**config.mk**
```make
export PLATFORM = sky130hd
export DESIGN_NAME = apb_periph_xbar
export DESIGN_NICKNAME = d
export VERILOG_FILES = /design/src/rtl/apb_periph_xbar.sv
export SDC_FILE = /design/constraint.sdc
export NUM_CORES = 1
export LEC_CHECK = 0
export BUFFER_PORTS_ARGS = -buffer_cell sky130_fd_sc_hd__buf_4
export CORE_ASPECT_RATIO = 1.4
export CORE_MARGIN = 10
export CORE_UTILIZATION = 32
export DETAILED_ROUTE_END_ITERATION = 8
export PLACE_DENSITY = 0.65
export SLEW_MARGIN = 15
export SYNTH_ARGS = -nofsm -noshare
export SYNTH_HDL_FRONTEND = slang
export SYNTH_SLANG_ARGS = --single-unit
```
**constraint.sdc**
```tcl
create_clock -name clk -period 1.7 [get_ports clk]
set_input_delay 0.425 -clock clk [delete_from_list [all_inputs] [get_ports clk]]
set_output_delay 0.425 -clock clk [all_outputs]
set_load 0.02 [all_outputs]
```
**src/rtl/apb_periph_xbar.sv**
```systemverilog
// 1-to-N APB interconnect: decodes upstream transfers against base/mask windows
// and replays them downstream. Define APB_XBAR_TIMEOUT_EN to abort hung ACCESS phases.
module apb_periph_xbar #(
    parameter int                             N_SLAVES       = 4,
    parameter int                             ADDR_WIDTH     = 32,
    parameter int                             DATA_WIDTH     = 32,
    parameter logic [N_SLAVES*ADDR_WIDTH-1:0] SLV_BASE       = {32'h1A10_3000, 32'h1A10_2000,
                                                                32'h1A10_1000, 32'h1A10_0000},
    parameter logic [N_SLAVES*ADDR_WIDTH-1:0] SLV_MASK       = {4{32'hFFFF_F000}},
    parameter logic [DATA_WIDTH-1:0]          ERR_RDATA      = 32'hDEAD_BEEF,
    parameter int                             TIMEOUT_CYCLES = 256
) (
    input  logic                           clk,
    input  logic                           rst_n,
    input  logic [ADDR_WIDTH-1:0]          slaver_PADDR,
    input  logic [DATA_WIDTH-1:0]          slaver_PWDATA,
    input  logic                           slaver_PWRITE,
    input  logic                           slaver_PSEL,
    input  logic                           slaver_PENABLE,
    output logic [DATA_WIDTH-1:0]          slaver_PRDATA,
    output logic                           slaver_PREADY,
    output logic                           slaver_PSLVERR,
    output logic [ADDR_WIDTH-1:0]          master_PADDR,
    output logic [DATA_WIDTH-1:0]          master_PWDATA,
    output logic                           master_PWRITE,
    output logic                           master_PENABLE,
    output logic [N_SLAVES-1:0]            master_PSEL,
    input  logic [N_SLAVES*DATA_WIDTH-1:0] master_PRDATA,
    input  logic [N_SLAVES-1:0]            master_PREADY,
    input  logic [N_SLAVES-1:0]            master_PSLVERR,
    output logic                           timeout_o
);

    localparam int IDX_W = (N_SLAVES > 1) ? $clog2(N_SLAVES) : 1;

    typedef enum logic [1:0] {
        IDLE   = 2'd0,
        SETUP  = 2'd1,
        ACCESS = 2'd2,
        RESP   = 2'd3
    } state_t;

    state_t                  state_r, state_s;
    logic [ADDR_WIDTH-1:0]   addr_r, addr_s;
    logic [DATA_WIDTH-1:0]   wdata_r, wdata_s;
    logic                    write_r, write_s;
    logic [IDX_W-1:0]        idx_r, idx_s;
    logic [IDX_W:0]          dec_s;
    logic [N_SLAVES-1:0]     psel_r, psel_s;
    logic                    penable_r, penable_s;
    logic                    pready_r, pready_s;
    logic                    pslverr_r, pslverr_s;
    logic [DATA_WIDTH-1:0]   prdata_r, prdata_s;

`ifdef APB_XBAR_TIMEOUT_EN
    localparam int              CNT_W  = $clog2(TIMEOUT_CYCLES + 1);
    localparam logic [CNT_W-1:0] TO_LIM = CNT_W'(TIMEOUT_CYCLES);
    logic [CNT_W-1:0] cnt_r, cnt_s;
    logic             timeout_r, timeout_s;
`endif

    // Returns {hit, index}; scanning downward lets the lowest matching window win.
    function automatic logic [IDX_W:0] decode_addr(input logic [ADDR_WIDTH-1:0] addr);
        logic [IDX_W:0] res;
        res = '0;
        for (int i = N_SLAVES - 1; i >= 0; i--) begin
            res = ((addr & SLV_MASK[i*ADDR_WIDTH +: ADDR_WIDTH]) == SLV_BASE[i*ADDR_WIDTH +: ADDR_WIDTH])
                  ? {1'b1, IDX_W'(i)} : res;
        end
        return res;
    endfunction

    function automatic logic [N_SLAVES-1:0] onehot(input logic [IDX_W-1:0] idx);
        logic [N_SLAVES-1:0] v;
        v      = '0;
        v[idx] = 1'b1;
        return v;
    endfunction

    // Next-state and next-output logic; outputs are computed one cycle ahead and registered.
    always_comb begin
        state_s   = state_r;
        addr_s    = addr_r;
        wdata_s   = wdata_r;
        write_s   = write_r;
        idx_s     = idx_r;
        psel_s    = '0;
        penable_s = 1'b0;
        pready_s  = 1'b0;
        pslverr_s = 1'b0;
        prdata_s  = '0;
        dec_s     = decode_addr(slaver_PADDR);
`ifdef APB_XBAR_TIMEOUT_EN
        cnt_s     = cnt_r;
        timeout_s = 1'b0;
`endif
        case (state_r)
            IDLE: begin
                if (slaver_PSEL && !slaver_PENABLE) begin
                    addr_s  = slaver_PADDR;
                    wdata_s = slaver_PWDATA;
                    write_s = slaver_PWRITE;
                    if (dec_s[IDX_W]) begin
                        idx_s   = dec_s[IDX_W-1:0];
                        psel_s  = onehot(dec_s[IDX_W-1:0]);
                        state_s = SETUP;
                    end else begin
                        pready_s  = 1'b1;
                        pslverr_s = 1'b1;
                        prdata_s  = slaver_PWRITE ? '0 : ERR_RDATA;
                        state_s   = RESP;
                    end
                end else begin
                    state_s = IDLE;
                end
            end
            SETUP: begin
                psel_s    = onehot(idx_r);
                penable_s = 1'b1;
                state_s   = ACCESS;
`ifdef APB_XBAR_TIMEOUT_EN
                cnt_s     = '0;
`endif
            end
            ACCESS: begin
                if (master_PREADY[idx_r]) begin
                    pready_s  = 1'b1;
                    pslverr_s = master_PSLVERR[idx_r];
                    prdata_s  = write_r ? '0 : master_PRDATA[int'(idx_r)*DATA_WIDTH +: DATA_WIDTH];
                    state_s   = RESP;
                end
`ifdef APB_XBAR_TIMEOUT_EN
                // A ready in the limit cycle takes the branch above and completes normally.
                else if (cnt_r == TO_LIM) begin
                    pready_s  = 1'b1;
                    pslverr_s = 1'b1;
                    prdata_s  = write_r ? '0 : ERR_RDATA;
                    timeout_s = 1'b1;
                    state_s   = RESP;
                end else begin
                    cnt_s     = cnt_r + CNT_W'(1);
                    psel_s    = onehot(idx_r);
                    penable_s = 1'b1;
                end
`else
                else begin
                    psel_s    = onehot(idx_r);
                    penable_s = 1'b1;
                end
`endif
            end
            RESP: begin
                state_s = IDLE;
            end
            default: begin
                state_s = IDLE;
            end
        endcase
    end

    // State, captured transfer and registered outputs.
    always_ff @(posedge clk or negedge rst_n) begin
        if (!rst_n) begin
            state_r   <= IDLE;
            addr_r    <= '0;
            wdata_r   <= '0;
            write_r   <= 1'b0;
            idx_r     <= '0;
            psel_r    <= '0;
            penable_r <= 1'b0;
            pready_r  <= 1'b0;
            pslverr_r <= 1'b0;
            prdata_r  <= '0;
        end else begin
            state_r   <= state_s;
            addr_r    <= addr_s;
            wdata_r   <= wdata_s;
            write_r   <= write_s;
            idx_r     <= idx_s;
            psel_r    <= psel_s;
            penable_r <= penable_s;
            pready_r  <= pready_s;
            pslverr_r <= pslverr_s;
            prdata_r  <= prdata_s;
        end
    end

`ifdef APB_XBAR_TIMEOUT_EN
    // ACCESS wait counter and abort pulse.
    always_ff @(posedge clk or negedge rst_n) begin
        if (!rst_n) begin
            cnt_r     <= '0;
            timeout_r <= 1'b0;
        end else begin
            cnt_r     <= cnt_s;
            timeout_r <= timeout_s;
        end
    end

    assign timeout_o = timeout_r;
`else
    assign timeout_o = 1'b0;
`endif

    assign master_PADDR   = addr_r;
    assign master_PWDATA  = wdata_r;
    assign master_PWRITE  = write_r;
    assign master_PSEL    = psel_r;
    assign master_PENABLE = penable_r;
    assign slaver_PREADY  = pready_r;
    assign slaver_PSLVERR = pslverr_r;
    assign slaver_PRDATA  = prdata_r;

endmodule

```
==> reports/metrics.cfg <==
[placed_design]
dp_hpwl_um=14910
place_inst=850
port_buffers=308
routabilityCongestion=0.8022
place_area_sq_um=7650

[sta]
max_freq_ghz=0.5720
finalMaxSlewViolations=0
fin_crit_ns=1.748
hold_violations=3
finalSetupViolations=4
fin_ws_ns=-0.04837
rsz0062_at_grt=yes
setup_tns_ns=-0.08599
holdWs_ns=-0.001448
fin_skew_ns=0.009661
finalCritPeriodShare_pct=102.8

[detailed_routing]
drc_errors=0
vias_per_cell=4.717
drt_iter0_markers=129
first_pass_iters=4
postRouteAntennaNets=0
drt-total-wl_um=17610
wire_per_inst_um=20.24
vias=4104

[clock_tree]
clock_sinks=108
path_clk_slew_ns=0.07
cts-buffers-inserted=9
cts_root_buffer=clkbuf_16
clk_path_buf_depth=2
cts_tree=built
clock_insertion_delay_worst_skew_ns=0.34
htree_levels=3

[floorplanning]
pin_count=310
fp.dieH_um=166.9
die_area_sq_um=20840
die_x_um=124.9
core_sq_um=15050
initial_utilization_pct=32.75
rows=53

[layout]
drive_gt1_share_pct=70.21
nNetsFinal=884
final_cells=870
fin_area_sq_um=8094
fillers=1305
antennaDiodeCount=0
area_growth_pct=64.19

[logic_synthesis]
yosysTopAreaCellShare_pct=54.82
synth_fp_nets=552
synth-seq-area-share_pct=54.82
ys_top_cells_by_count=108 x dfrtp_1, 66 x mux2_2, 34 x mux4_2, 30 x inv_1, 25 x o21ai_1
synth.avg_cell_area_sq_um=14.37
synth_edf_count=0
synth.most_common_cell=dfrtp_1
ys_types=33
synth_flop_cell=dfrtp_1
synthCells=343
synth_area_leaders=dfrtp_1 55%, mux4_2 16%, mux2_2 15%, o21ai_1 2.5%, inv_1 2.3%
syn_area_sq_um=4930
synth-seq-cells=108
yosysWarnings=0
async_flop_share_pct=100.0
yosys.area.top_type=dfrtp_1

[flow_run]
cap_violations=0

[grt]
grt.total_usage_pct=16.28
antenna_found_initial=0
grt_pass1_vias=4820
overflow=0
grt_start_max_net_pins=37
grt_pass1_wl_um=26870

[setup_path]
worstSetupEndpointType=flip-flop
startpoint_type=flip-flop
max_stage_delay_ns=0.39
cp_slowest_cell=dfrtp_1
crit_type=reg -> reg
critical_path.cell_chain=inv_2, ha_4, nand3b_1, buf_6, or3_1, or3_4, a21oi_2
crit_arrival_ns=2.01
cp_max_fo=6
required_ns=1.96

[min_path]
hp-class=in -> async

[status]
violations=negative hold slack, negative setup slack
status=complete, but fails checks

[power]
max-vdd-ir-drop_v=0.0007496
power_w=0.01130
leakagePower_nw=4.007
powerDensity_nw_per_um2=1397

==> power breakdown <==
part           switching, W  leakage (nW)  internal, W
registers          0.000479          1.35      0.00356
logic               0.00260          2.51      0.00262
clock network      0.000879         0.145      0.00117
total               0.00396          4.01      0.00735
==> logic make-up after synthesis <==
logic type | synth area share [%]
other | 0.07607
AO/OA/AOI/OAI | 4.315
buffers and inverters | 4.594
adder cells (fa/ha/maj) | 1.015
AND/OR/NAND/NOR | 4.569
multiplexers | 30.61
flip-flops | 54.82
==> worst max-delay path: cells and delay by family (launching register included) <==
kind,cells,cell delay [ns]
simple gates,3,0.77
flops,1,0.39
buf+inv,2,0.23
compound gates,1,0.14
fa+ha+maj,1,0.14
==> routing by layer <==
layer / track usage (%) / part of all wire [%] / vias to the layer above
met5: 0 / 0 / -
met4: 4.669 / 1.2 / 0
met3: 6.067 / 9.0 / 12
met2: 30.91 / 55 / 200
met1: 15.94 / 35 / 1999
li1: - / - / 1893
==> repair_timing <==
item,4_1_cts,5_1_grt
setup buffers,3,1
hold buffers,0,0
cloned,1,1
gates resized for setup,14,7
pin swaps,2,4
setup endpoints to repair,92,53
==> layout make-up <==
class | count | area (sq um) | area share, %
repair buffers | 343 | 2683 | 33.14
clock buffers | 10 | 239.0 | 2.953
inverters | 30 | 112.6 | 1.391
clock inverters | 4 | 48.80 | 0.6029
flip-flops and latches | 108 | 2704 | 33.41
well taps | 192 | 240.2 | 2.968
multi-input cells | 183 | 2067 | 25.54
==> per-stage QoR <==
step | utilization (%) | worst slack, ns
floorplan | - | 0.04390
global placement | 50.82 | -0.4647
global route | 53.77 | -0.1183
CTS | 53.45 | -0.05868
detailed placement | 50.82 | -0.5073
finish | 53.77 | -0.04837
==> sequential cells by signal, summed over array words and instances, names as in the netlist, 2 cells and up <==
name           cells
master_PWDATA     32
idx_r              2
slaver_PRDATA     32
master_PSEL        4
state_r            2
master_PADDR      32
==> final timing paths <==
check / startpoint / end / slack [ns] / cells past startpoint
worst min register to register: master_PADDR[12] / master_PADDR[12] / 0.49 / 2
min in group clk: slaver_PWDATA[11] / master_PWDATA[11] / 0.31 / 2
worst max register to register: state_r[1] / master_PSEL[0] / -0.05 / 7
worst min-delay path: rst_n / master_PWDATA[29] / -0.001 / 1
max in group asynchronous: rst_n / slaver_PRDATA[9] / 1.11 / 2
worst max-delay path: state_r[1] / master_PSEL[0] / -0.05 / 7
==> layout by cell type (no fill, tap or decap), types with 2 or more instances in the layout <==
master and instances:
or3_1 2, clkbuf_16 10, o21ai_1 20, clkinv_2 2, nand2_1 7, mux4_2 34
o21ai_2 6, nand3b_1 2, buf_6 2, inv_2 2, inv_1 28, nor2b_1 8
dfrtp_1 107, nand3_1 3, buf_12 5, buf_4 334, nor2_1 3, a21oi_1 2
o21ai_0 6, ha_1 3, mux2_2 66
Note: power is estimated with default switching activity, not from simulation.
